$ cat src/rtl/walksat_ctrl_responder.sv
// Datapath-side responder for the WalkSAT controller: accepts one 14-bit control word,
// runs the decoded snapshot/count/gather/select/table-read operation and pulses a response.
module walksat_ctrl_responder #(
    parameter int NUM_CLAUSES = 16,
    parameter int IDX_W       = 4,
    parameter int CNT_W       = 5,
    parameter int ADDR_W      = 8,
    parameter int DATA_W      = 32,
    parameter int MEM_LAT     = 2
) (
    input  logic                   clk,
    input  logic                   rst,
    input  logic                   ctrl_valid_i,
    input  logic [13:0]            ctrl_word_i,
    output logic                   ctrl_ready_o,
    output logic                   rsp_valid_o,
    output logic                   rsp_err_o,
    input  logic [NUM_CLAUSES-1:0] clause_sat_i,
    input  logic [IDX_W-1:0]       rand_i,
    input  logic [ADDR_W-1:0]      var_addr_i,
    output logic                   mem_rd_en_o,
    output logic [ADDR_W-1:0]      mem_rd_addr_o,
    input  logic [DATA_W-1:0]      mem_rd_data_i,
    output logic [CNT_W-1:0]       unsat_count_o,
    output logic [IDX_W-1:0]       sel_clause_o,
    output logic                   all_sat_o,
    output logic [DATA_W-1:0]      rd_data_o
);

    localparam int LAT_W = $clog2(MEM_LAT + 1);

    localparam logic [13:0] W_SELECT       = 14'b10000000000001;
    localparam logic [13:0] W_SELECT_AGAIN = 14'b00000000000010;
    localparam logic [13:0] W_READ_CLAUSE  = 14'b00100000000000;
    localparam logic [13:0] W_READ_VAR     = 14'b00001000000000;
    localparam logic [13:0] W_EVALUATE     = 14'b00000001100000;
    localparam logic [13:0] W_COUNT        = 14'b00000000000000;
    localparam logic [13:0] W_GATHER       = 14'b00000000000100;

    localparam logic [CNT_W-1:0] SCAN_END = CNT_W'(NUM_CLAUSES);

    typedef enum logic [3:0] {
        S_IDLE,
        S_EVAL,
        S_SCAN_CNT,
        S_SCAN_GATH,
        S_REDUCE,
        S_SEL_WR,
        S_MEM_ISSUE,
        S_MEM_WAIT,
        S_ILLEGAL,
        S_RESP
    } state_t;

    state_t                 state_r;
    logic [NUM_CLAUSES-1:0] snap_r;
    logic [IDX_W-1:0]       gath_buf_r [NUM_CLAUSES];
    logic [CNT_W-1:0]       gcnt_r;
    logic [CNT_W-1:0]       scan_idx_r;
    logic [CNT_W-1:0]       cnt_acc_r;
    logic [IDX_W-1:0]       p_r;
    logic [LAT_W-1:0]       wait_cnt_r;
    logic                   err_r;

    // Control FSM with all datapath state and registered outputs.
    always_ff @(posedge clk) begin
        if (!rst) begin
            state_r       <= S_IDLE;
            snap_r        <= '0;
            gcnt_r        <= '0;
            scan_idx_r    <= '0;
            cnt_acc_r     <= '0;
            p_r           <= '0;
            wait_cnt_r    <= '0;
            err_r         <= 1'b0;
            for (int i = 0; i < NUM_CLAUSES; i++) begin
                gath_buf_r[i] <= '0;
            end
            ctrl_ready_o  <= 1'b1;
            rsp_valid_o   <= 1'b0;
            rsp_err_o     <= 1'b0;
            mem_rd_en_o   <= 1'b0;
            mem_rd_addr_o <= '0;
            unsat_count_o <= '0;
            sel_clause_o  <= '0;
            all_sat_o     <= 1'b0;
            rd_data_o     <= '0;
        end else begin
            rsp_valid_o <= 1'b0;
            rsp_err_o   <= 1'b0;
            mem_rd_en_o <= 1'b0;
            case (state_r)
                S_IDLE: begin
                    // Ready rises one cycle after the response pulse, not with it.
                    ctrl_ready_o <= 1'b1;
                    scan_idx_r   <= '0;
                    wait_cnt_r   <= '0;
                    if (ctrl_valid_i && ctrl_ready_o) begin
                        ctrl_ready_o <= 1'b0;
                        case (ctrl_word_i)
                            W_SELECT, W_SELECT_AGAIN: begin
                                p_r     <= rand_i;
                                state_r <= S_REDUCE;
                            end
                            W_READ_CLAUSE: begin
                                mem_rd_en_o   <= 1'b1;
                                mem_rd_addr_o <= ADDR_W'(sel_clause_o);
                                state_r       <= S_MEM_ISSUE;
                            end
                            W_READ_VAR: begin
                                mem_rd_en_o   <= 1'b1;
                                mem_rd_addr_o <= var_addr_i;
                                state_r       <= S_MEM_ISSUE;
                            end
                            W_EVALUATE: begin
                                state_r <= S_EVAL;
                            end
                            W_COUNT: begin
                                cnt_acc_r <= '0;
                                state_r   <= S_SCAN_CNT;
                            end
                            W_GATHER: begin
                                gcnt_r  <= '0;
                                state_r <= S_SCAN_GATH;
                            end
                            default: begin
                                err_r   <= 1'b1;
                                state_r <= S_ILLEGAL;
                            end
                        endcase
                    end else begin
                        state_r <= S_IDLE;
                    end
                end
                S_EVAL: begin
                    snap_r  <= clause_sat_i;
                    state_r <= S_RESP;
                end
                S_SCAN_CNT: begin
                    if (scan_idx_r == SCAN_END) begin
                        unsat_count_o <= cnt_acc_r;
                        state_r       <= S_RESP;
                    end else begin
                        if (!snap_r[scan_idx_r[IDX_W-1:0]]) begin
                            cnt_acc_r <= cnt_acc_r + CNT_W'(1);
                        end
                        scan_idx_r <= scan_idx_r + CNT_W'(1);
                    end
                end
                S_SCAN_GATH: begin
                    if (scan_idx_r == SCAN_END) begin
                        state_r <= S_RESP;
                    end else begin
                        if (!snap_r[scan_idx_r[IDX_W-1:0]]) begin
                            gath_buf_r[gcnt_r[IDX_W-1:0]] <= scan_idx_r[IDX_W-1:0];
                            gcnt_r <= gcnt_r + CNT_W'(1);
                        end
                        scan_idx_r <= scan_idx_r + CNT_W'(1);
                    end
                end
                S_REDUCE: begin
                    // Modulo by repeated subtraction keeps the select index inside the buffer.
                    if ((gcnt_r != '0) && (CNT_W'(p_r) >= gcnt_r)) begin
                        p_r <= p_r - IDX_W'(gcnt_r);
                    end else begin
                        state_r <= S_SEL_WR;
                    end
                end
                S_SEL_WR: begin
                    if (gcnt_r == '0) begin
                        all_sat_o <= 1'b1;
                    end else begin
                        all_sat_o    <= 1'b0;
                        sel_clause_o <= gath_buf_r[p_r];
                    end
                    state_r <= S_RESP;
                end
                S_MEM_ISSUE: begin
                    state_r <= S_MEM_WAIT;
                end
                S_MEM_WAIT: begin
                    if (wait_cnt_r == LAT_W'(MEM_LAT)) begin
                        rd_data_o <= mem_rd_data_i;
                        state_r   <= S_RESP;
                    end else begin
                        wait_cnt_r <= wait_cnt_r + LAT_W'(1);
                    end
                end
                S_ILLEGAL: begin
                    state_r <= S_RESP;
                end
                S_RESP: begin
                    rsp_valid_o <= 1'b1;
                    rsp_err_o   <= err_r;
                    err_r       <= 1'b0;
                    state_r     <= S_IDLE;
                end
                default: begin
                    state_r <= S_IDLE;
                end
            endcase
        end
    end

endmodule

$ cat config.mk
export PLATFORM = sky130hd
export DESIGN_NAME = walksat_ctrl_responder
export DESIGN_NICKNAME = d
export VERILOG_FILES = /design/src/rtl/walksat_ctrl_responder.sv
export SDC_FILE = /design/constraint.sdc
export NUM_CORES = 1
export LEC_CHECK = 0
export BUFFER_PORTS_ARGS = -buffer_cell sky130_fd_sc_hd__buf_2
export CORE_ASPECT_RATIO = 1.25
export CORE_MARGIN = 8
export CORE_UTILIZATION = 25
export CTS_CLUSTER_DIAMETER = 30
export DETAILED_ROUTE_END_ITERATION = 10
export SYNTH_ARGS = -nofsm -noshare
export SYNTH_HDL_FRONTEND = slang
export SYNTH_SLANG_ARGS = --single-unit
$ cat constraint.sdc
create_clock -name clk -period 3 [get_ports clk]
set_input_delay 0.15 -clock clk [delete_from_list [all_inputs] [get_ports clk]]
set_output_delay 0.15 -clock clk [all_outputs]
set_load 0.005 [all_outputs]
==> qor.yml <==
status: "finished clean"
reg2regPathDepth: 6
synthDistinctLibCells: 52
synth.cell_area_um2: 7230
setup_viol: 0
cts.sinks: 160
dpl.hpwl_um: 15500
period_minus_slack_ns: 2.78
finalSetupTns_ns: 0
synth_async_sr_flop_share_pct: 0
grt_start_max_net_pins: 43
syn_nets: 836
core_um2: 28500
synth_ff_type: "dfxtp_1"
finish.utilization_pct: 33.5
min_path_type: "in2reg"
p_leak_uw: 0.00361
final_antenna_net_count: 0
start_kind: "flip-flop"
worstMarginPinSlew_ns: 0.664
slowest_stage: "dfxtp_1"
rsz0062_at_grt: "false"
rows: 69
drc: 0
yosys.area_share.simple_pct: 20.7
timing.fmax_mhz: 360
hold_start: "clause_sat_i[13]"
ir_drop_mv: 0.269
area_growth_pct: 32.1
synth-compound-area-share_pct: 9.71
n_antenna_cell: 0
min_to: "snap_r[13]"
final_cell_mix: "nand2_1, buf_2, nor2_1"
synth_mux_area_share_pct: 9.09
synth-xor-area-share_pct: 1.09
antenna_found_initial: 1
drive_gt1_share_pct: 24.9
nets: 1025
multiInputGateArea_um2: 3120
period_share_pct: 92.5
tritoncts: "yes"
critPathMaxStageDelay_ns: 0.51
post_cts_buffers: 0
dr.pass1.iters: 5
r2r-end: "gath_buf_r[9][0]"
cts_root_buf: "clkbuf_16"
yosysSeqAreaShare_pct: 53.2
slew_headroom_pct: 55.7
cts.clk_slew.worst_paths_ns: 0.06
crit_fanout: 17
routed_wl_um: 21200
vias_per_cell: 4.70
synthAdderAreaFrac_pct: 2.35
critical_path_class: "reg2reg"
finalHoldViolCount: 0
clock_path_buffers: 2
synth_seq_cells: 160
synth_edf_count: 64
grt_pass1_wl_um: 33300
endpoint_kind: "flip-flop"
fp.dieW_um: 168
grt_usage_pct: 12.4
cp.depth: 6
clk_latency_ns: 0.43
fillers: 2907
vias: 6120
start_util_pct: 25.4
die_y_um: 206
cap_violations: 0
r2r-start: "scan_idx_r[1]"
cp_top_family: "simple AND/OR/NAND/NOR gates"
numCtsBuffers: 17
drt_iter0_drc: 499
syn_inst: 746
yosys_warnings: 0
syn_avg_cell_area_um2: 9.69
boundaryPins: 131
finalMaxSlewViolations: 0
h-tree-depth: 4
finalWeightedCongestion: 0.807
wire_per_inst_um: 16.3
arrival_ns: 2.92
crit_chain: "mux2_4 -> a222oi_1 -> nand3_1 -> or3_4 -> o21ai_0 -> buf_4"
port_buffers: 130
final_common_cell: "nand2_1"
grt_pass1_vias: 6287
ff_latch_area_um2: 3840
synth_top_family_by_area: "simple AND/OR/NAND/NOR gates"
worstPathRequired_ns: 3.15
rrSetupSlack_ns: 0.22
worst-path-buf-inv: 1
dieArea_um2: 34600
p_per_area_nw_per_um2: 526
finClkSkew_ns: 0.00679
grt.overflow.total: 0
hold_depth: 3
-- timing repair --
| action | CTS | global route |
|---|---|---|
| endpoints found under the hold margin | 51 | 0 |
| hold buffers | 51 | 0 |
| endpoints found under the setup margin | 0 | 32 |
| resized for setup | 0 | 2 |
-- power by group --
part	switching, µW	leakage (µW)	internal [µW]
clock	908	0.000293	1320
combinational	235	0.00189	200
sequential	34.5	0.00142	2330
total	1180	0.00361	3850
-- per-stage QoR --
stage	std cells	power (µW)	hold WS (ns)	instance area, µm²	worst slack, ns
final	1303	5030	0.0210	9550	0.224
after global routing	1303	5200	0.0322	9550	0.0525
after CTS	1303	5070	0.00704	9540	0.0371
after detailed placement	1220	2800	0.395	8420	0.0541
after global placement	1220	2790	0.386	8420	0.120
after floorplan	746	2610	0.286	7230	0.180
-- worst max-delay path by stage --
stage,from,end,slack (ns)
final,scan_idx_r[1],gath_buf_r[9][0],0.22
after global routing,scan_idx_r[0],gath_buf_r[6][0],0.05
after CTS,scan_idx_r[1],gath_buf_r[9][0],0.04
after detailed placement,scan_idx_r[1],gath_buf_r[9][0],0.05
after global placement,scan_idx_r[1],gath_buf_r[5][1],0.12
after floorplan,scan_idx_r[0],gath_buf_r[10][0],0.18
-- registers in the layout, summed over array words and instances (netlist names) --
register and count:
gcnt_r 5, cnt_acc_r 5, mem_rd_addr_o 8, rsp_err_o 1
rsp_valid_o 1, mem_rd_en_o 1, p_r 4, snap_r 16
unsat_count_o 5, scan_idx_r 5, wait_cnt_r 2, ctrl_ready_o 1
all_sat_o 1, rd_data_o 32, gath_buf_r 64, state_r 4
err_r 1, sel_clause_o 4
-- synthesized netlist by cell type, drive strengths merged, types with 3 or more instances --
master	n	area share (%)
ha	12	2.1
nor2b	4	0.35
clkbuf	39	2.0
o21a	3	0.31
or4	3	0.31
nor3b	3	0.31
nor3	13	0.90
a22oi	5	0.52
edfxtp	64	27
inv	18	0.93
a21oi	67	4.6
nand2	136	7.1
o211a	3	0.42
mux2	6	0.99
or3	8	0.69
and3	5	0.43
nand4	7	0.61
o31ai	3	0.31
dfxtp	96	27
a211oi	6	0.62
mux4	22	6.9
mux2i	9	1.2
nand2b	6	0.52
xor2	8	0.97
nor2	99	5.1
nand3	34	2.4
buf	12	0.93
nor4	3	0.35
o21ai	28	1.9
-- worst register-to-register path, stage by stage (launching register included) --
cell and delay (ns):
dfxtp_1 0.51, mux2_4 0.33, a222oi_1 0.48, nand3_1 0.32, or3_4 0.50, o21ai_0 0.20
buf_4 0.16
-- kinds of logic (layout without fill, tap and decap cells) --
| kind of cell | Yosys count | in the layout |
|---|---|---|
| buf+inv | 69 | 271 |
| mux | 37 | 37 |
| compound gates | 123 | 123 |
| xor+xnor | 9 | 9 |
| flops | 160 | 160 |
| fa+ha+maj | 13 | 13 |
| simple gates | 335 | 335 |
-- cell type report --
| class | instances | area share [%] |
|---|---|---|
| Tap cell | 355 | 4.65 |
| Clock buffer | 17 | 4.46 |
| Clock inverter | 15 | 1.90 |
| Sequential cell | 160 | 40.3 |
| Inverter | 18 | 0.708 |
| Timing Repair Buffer | 221 | 15.3 |
| Multi-Input combinational cell | 517 | 32.7 |
-- layer usage --
layer  global-route usage (%)  share of wire [%]  vias up  wire [µm]
met5                        0              0.042        -          9
met4                     6.77                4.1        2        875
met3                     3.92                7.3       52       1550
met2                     22.5                 52      219      11000
met1                     12.4                 37     2849       7790
li1                         -                  -     2998          -
Power figures use the tool's default switching activity.
